**src/rtl/ofmap_writer.sv**
```systemverilog
// Output-feature-map write-back: packs post/pooled vectors into SRAM words via a small FIFO.
// Optional stall statistics counter enabled by defining OFMAP_WB_STATS_EN.
module ofmap_writer #(
  parameter int POX        = 4,
  parameter int ADDR_W     = 12,
  parameter int FIFO_DEPTH = 8
) (
  input  logic                clk,
  input  logic                rst,
  input  logic                start,
  input  logic                pool_mode,
  input  logic [ADDR_W-1:0]   base_addr,
  input  logic [ADDR_W-1:0]   total_words,
  input  logic [POX*16-1:0]   post_out,
  input  logic                post_out_valid,
  input  logic [POX/2*16-1:0] pooling_out,
  input  logic                pooling_out_valid,
  output logic                wr_en,
  output logic [ADDR_W-1:0]   wr_addr,
  output logic [POX*16-1:0]   wr_data,
  input  logic                wr_ready,
  output logic                busy,
  output logic                done,
  output logic                overflow,
  output logic [15:0]         stall_cnt
);

  localparam int DW = POX * 16;
  localparam int HW = DW / 2;
  localparam int AW = $clog2(FIFO_DEPTH);

  typedef enum logic [1:0] {
    IDLE,
    RUN,
    DONE
  } state_e;

  state_e state_q, state_d;

  logic              pool_q, pool_d;
  logic [ADDR_W-1:0] total_q, total_d;
  logic [ADDR_W-1:0] cnt_q, cnt_d;
  logic [ADDR_W-1:0] addr_q, addr_d;
  logic [AW:0]       wptr_q, wptr_d;
  logic [AW:0]       rptr_q, rptr_d;
  logic [HW-1:0]     half_q, half_d;
  logic              flag_q, flag_d;
  logic              ovf_q, ovf_d;
  logic [DW-1:0]     mem_q [FIFO_DEPTH];

  logic          push;
  logic          mem_we;
  logic          pop;
  logic [DW-1:0] push_data;
  logic          empty;
  logic          full;

  assign empty = (wptr_q == rptr_q);
  assign full  = (wptr_q[AW] != rptr_q[AW]) &&
                 (wptr_q[AW-1:0] == rptr_q[AW-1:0]);

  always_comb begin
    state_d   = state_q;
    pool_d    = pool_q;
    total_d   = total_q;
    cnt_d     = cnt_q;
    addr_d    = addr_q;
    wptr_d    = wptr_q;
    rptr_d    = rptr_q;
    half_d    = half_q;
    flag_d    = flag_q;
    ovf_d     = ovf_q;
    push      = 1'b0;
    mem_we    = 1'b0;
    pop       = 1'b0;
    push_data = '0;
    unique case (state_q)
      IDLE: begin
        if (start) begin
          pool_d  = pool_mode;
          total_d = total_words;
          addr_d  = base_addr;
          cnt_d   = '0;
          ovf_d   = 1'b0;
          half_d  = '0;
          flag_d  = 1'b0;
          wptr_d  = '0;
          rptr_d  = '0;
          state_d = (total_words == '0) ? DONE : RUN;
        end
      end
      RUN: begin
        if (pool_q) begin
          if (pooling_out_valid) begin
            if (flag_q) begin
              push      = 1'b1;
              push_data = {pooling_out, half_q};
              flag_d    = 1'b0;
            end else begin
              half_d = pooling_out;
              flag_d = 1'b1;
            end
          end
        end else begin
          push      = post_out_valid;
          push_data = post_out;
        end
        pop = !empty && wr_ready;
        if (push) begin
          if (!full || pop) begin
            mem_we = 1'b1;
            wptr_d = wptr_q + 1'b1;
          end else begin
            ovf_d = 1'b1;
          end
        end
        if (pop) begin
          rptr_d = rptr_q + 1'b1;
          addr_d = addr_q + 1'b1;
          cnt_d  = cnt_q + 1'b1;
          if (ADDR_W'(cnt_q + 1'b1) == total_q) state_d = DONE;
        end
      end
      DONE: begin
        // Leftover words and any pending half word are discarded here
        wptr_d  = '0;
        rptr_d  = '0;
        half_d  = '0;
        flag_d  = 1'b0;
        state_d = IDLE;
      end
      default: state_d = IDLE;
    endcase
  end

  always_ff @(posedge clk or negedge rst) begin
    if (!rst) begin
      state_q <= IDLE;
      pool_q  <= 1'b0;
      total_q <= '0;
      cnt_q   <= '0;
      addr_q  <= '0;
      wptr_q  <= '0;
      rptr_q  <= '0;
      half_q  <= '0;
      flag_q  <= 1'b0;
      ovf_q   <= 1'b0;
    end else begin
      state_q <= state_d;
      pool_q  <= pool_d;
      total_q <= total_d;
      cnt_q   <= cnt_d;
      addr_q  <= addr_d;
      wptr_q  <= wptr_d;
      rptr_q  <= rptr_d;
      half_q  <= half_d;
      flag_q  <= flag_d;
      ovf_q   <= ovf_d;
    end
  end

  always_ff @(posedge clk or negedge rst) begin
    if (!rst) begin
      for (int i = 0; i < FIFO_DEPTH; i++) mem_q[i] <= '0;
    end else if (mem_we) begin
      mem_q[wptr_q[AW-1:0]] <= push_data;
    end
  end

  assign wr_en    = (state_q == RUN) && !empty;
  assign wr_addr  = addr_q;
  assign wr_data  = mem_q[rptr_q[AW-1:0]];
  assign busy     = (state_q == RUN);
  assign done     = (state_q == DONE);
  assign overflow = ovf_q;

`ifdef OFMAP_WB_STATS_EN
  logic [15:0] stall_q, stall_d;

  always_comb begin
    stall_d = stall_q;
    if (state_q == IDLE && start) begin
      stall_d = '0;
    end else if (wr_en && !wr_ready && stall_q != 16'hFFFF) begin
      stall_d = stall_q + 16'd1;
    end
  end

  always_ff @(posedge clk or negedge rst) begin
    if (!rst) stall_q <= '0;
    else      stall_q <= stall_d;
  end

  assign stall_cnt = stall_q;
`else
  assign stall_cnt = '0;
`endif

endmodule

```
**config.mk**
```make
export PLATFORM = sky130hd
export DESIGN_NAME = ofmap_writer
export DESIGN_NICKNAME = d
export VERILOG_FILES = /design/src/rtl/ofmap_writer.sv
export SDC_FILE = /design/constraint.sdc
export NUM_CORES = 1
export LEC_CHECK = 0
export ABC_AREA = 0
export CAP_MARGIN = 40
export CORE_MARGIN = 8
export CORE_UTILIZATION = 42
export DETAILED_ROUTE_END_ITERATION = 12
export SYNTH_ARGS = -nofsm -noshare
export SYNTH_HDL_FRONTEND = slang
export SYNTH_SLANG_ARGS = --single-unit
```
**constraint.sdc**
```tcl
create_clock -name clk -period 5.32 [get_ports clk]
set_clock_uncertainty 0.2 [all_clocks]
set_input_delay 0.532 -clock clk [delete_from_list [all_inputs] [get_ports clk]]
set_output_delay 0.532 -clock clk [all_outputs]
set_load 0.01 [all_outputs]
```
==> summary.md <==
| Metric | Value |
|---|---|
| Outcome | finished clean |
| Crit start category | register |
| Synth Flop Type | dfrtp_1 |
| Post-Syn Area | roughly 27000 sq um |
| Root Buffer | clkbuf_16 |
| Post-synth cell types | 60 |
| Cell depth of the worst hold path | 2 |
| Vias | 19771 |
| Synth Area in Adders | 0.229% |
| Worst Path Arrival | between 3000 and 4000 ps |
| Iteration-0 DRC count of the detailed router | 1545 |
| Drt drc | 0 |
| CTS Buf Count | 66 |
| Req. time, crit path | 4590 ps |
| Die area | 73500 sq um |
| Post-synth EDFFs | 0 |
| Dpl ws | 1420 ps |
| GP Congestion | approximately 0.8 |
| Area occupied by multi-input gates | 11100 sq um |
| Fin area | 31900 sq um |
| Leakage power | 14.2 nW |
| Synth top area share | between 50% and 60% |
| Avg Cell Area, Syn | 10.6 sq um |
| Fin util | roughly 50% |
| Final count of pins violating max slew | 0 |
| Filler cell count | 5834 |
| Fraction of layout cells with a size suffix above 1 | 14.4% |
| CTS Buffer Depth | 3 |
| Remaining antenna violation count | 0 |
| Final worst path period share | about three quarters |
| CTS tree | built |
| DP Wirelength | 49.5 mm |
| Mux cell area share after synthesis | a little over an eighth |
| PnR worst setup slack | 1410 ps |
| Worst min-delay path category | register to register |
| CP Class | register to output port |
| H-tree depth | 3 |
| Synth Warn # | 0 |
| Synth top area cells | dfrtp_1 54%, mux4_2 11%, nand2_1 9.7% |
| Synth Area in Compound Gates | 13.3% |
| Max Cap Viol | 0 |
| Avg Vias per Cell | 5.50 |
| RSZ-0062 raised after global routing | no |
| Router iterations before antenna repair | 7 |
| Seq/Total Area, Yosys | 54.3% |
| Seq cells post-synth | 593 |
| Clk slew on worst S/H paths | 60 ps |
| Slew at the pin closest to its max-slew limit | 912 ps |
| Max FO, Critical Path | 88 |
| First-pass GRT wire length | about 120 mm |
| Routed len/inst | approximately 21 um |
| Endpoints failing setup | 0 |
| Num Clock Sinks | approximately 590 |
| Count leader, synth | nand2_1 |
| Post-synth top cells | 707 x nand2_1, 593 x dfrtp_1, 293 x o21ai_0 |
| Clock latency on the worst-skew pair | 600 ps |
| Area growth syn-to-layout | 16.7% |
| Largest family of logic cells by synthesized area | multiplexers |
| Initial antenna violation count | 1 |
| Vias in the first global route | 20342 |
| Setup tns final | 0 ps |
| Gr ovfl total | 0 |
| Register Area | 14900 sq um |
| Largest net degree at the start of global routing | 135 |
| Drt total wl | 76.5 mm |
| # IOs | roughly 220 |
| R2R cell count | 9 |
| Nets | 2820 |
| Cells after Synth | 2572 |
| Global Route Usage Sum | around 21% |
| PnR Total Power | 20.5 mW |
| Ant diodes | 0 |
| Area after DPL | 29700 sq um |
| CP Capture Type | output port |
| Power Dens Cells | 644 nW/um^2 |
| Resize count post-CTS | 0 |
| Row count | 93 |
| Worst vdd ir | 0.465 mV |
| XOR/XNOR Fraction of Synth Area | less than 1% |
| Minimum clock period | 3910 ps |
| Cell taking the most area after synthesis | dfrtp_1 |
| Initial Utilization | between 40 and 50% |
| Post-synthesis simple-gate area fraction | 12.8% |
| Core Area | 64300 sq um |
| Count of input and output buffers | 206 |
| Ys async rst share | between 90% and 100% |
| Slew HR | 39.2% |
| Final hold vios | 0 |
| Fmax | 256 MHz |
| Die width | between 200 and 300 um |
| Die height | ~270 um |
-- worst max-delay path: stages, from the launching register on --
cell             delay (ps)
dfrtp_4                 470
buf_12                  580
mux4_2                  600
mux2_2                  360
clkdlybuf4s50_1         510
-- metrics by stage --
stage                     cells  hold slack, ps
after floorplan            2587            36.4
after global placement     3473             254
after detailed placement   3474             261
after CTS                  3592             252
after global routing       3592             291
final                      3592             271
-- cell usage in the layout (no fill, tap or decap), drive strengths merged, types with 16 or more instances in the layout --
cell,synthesis,final
a22oi,32,32
clkdlybuf4s50,0,205
nand2,707,707
nand3,53,53
mux4,128,128
nor2,26,26
inv,37,39
conb,1,16
o21ai,580,580
a21oi,25,25
mux2,64,64
dfrtp,593,593
buf,136,42
clkbuf,79,99
-- layout make-up --
type	instances	share of cell area, %
clock buffers	99	6.17
clock inverters	18	0.663
inverters	37	0.436
multi-input cells	1742	34.7
flip-flops and latches	593	46.6
well taps	855	3.36
repair buffers	248	8.05
-- path summary, 6_finish.rpt --
check,end,from,slack (ps)
max in group asynchronous,rptr_q[1],rst,3210
worst max-delay path,wr_data[33],rptr_q[0],1410
worst min register to register,mem_q[54],mem_q[54],270
worst min-delay path,mem_q[54],mem_q[54],270
worst max register to register,mem_q[139],state_q[0],1520
min in group asynchronous,mem_q[295],rst,390
-- flip-flops by register name, summed over array words and instances (netlist names) --
register	flops
wptr_q	4
rptr_q	4
pool_q	1
state_q	2
wr_addr	12
cnt_q	12
total_q	12
half_q	32
mem_q	512
flag_q	1
overflow	1
-- routing by layer --
| metal | GRT usage [%] | share of wire, % | up-vias |
|---|---|---|---|
| li1 | - | - | 9190 |
| met1 | 28.6 | 44 | 9865 |
| met2 | 33.1 | 47 | 593 |
| met3 | 3.49 | 6.0 | 123 |
| met4 | 7.09 | 3.1 | 0 |
| met5 | 0 | 0 | - |
-- cells by family (layout without fill, tap and decap cells) --
group | count (synthesis) | count (layout)
AND/OR/NAND/NOR | 839 | 839
AO/OA/AOI/OAI | 667 | 667
flip-flops | 593 | 593
buffers and inverters | 252 | 402
multiplexers | 195 | 195
XOR/XNOR | 20 | 20
adder cells (fa/ha/maj) | 5 | 5
other | 1 | 16
-- timing repair --
action,4_1_cts,5_1_grt
buffers inserted,0,0
hold endpoints to repair,90,0
hold buffers,1,0
-- power breakdown --
group | internal (mW) | switching, mW | leakage, nW
sequential | 6.41 | 1.17 | 7.59
clock | 2.71 | 1.85 | 1.07
combinational | 3.95 | 4.43 | 5.51
total | 13.1 | 7.45 | 14.2
(Power assumes the default switching activity.)
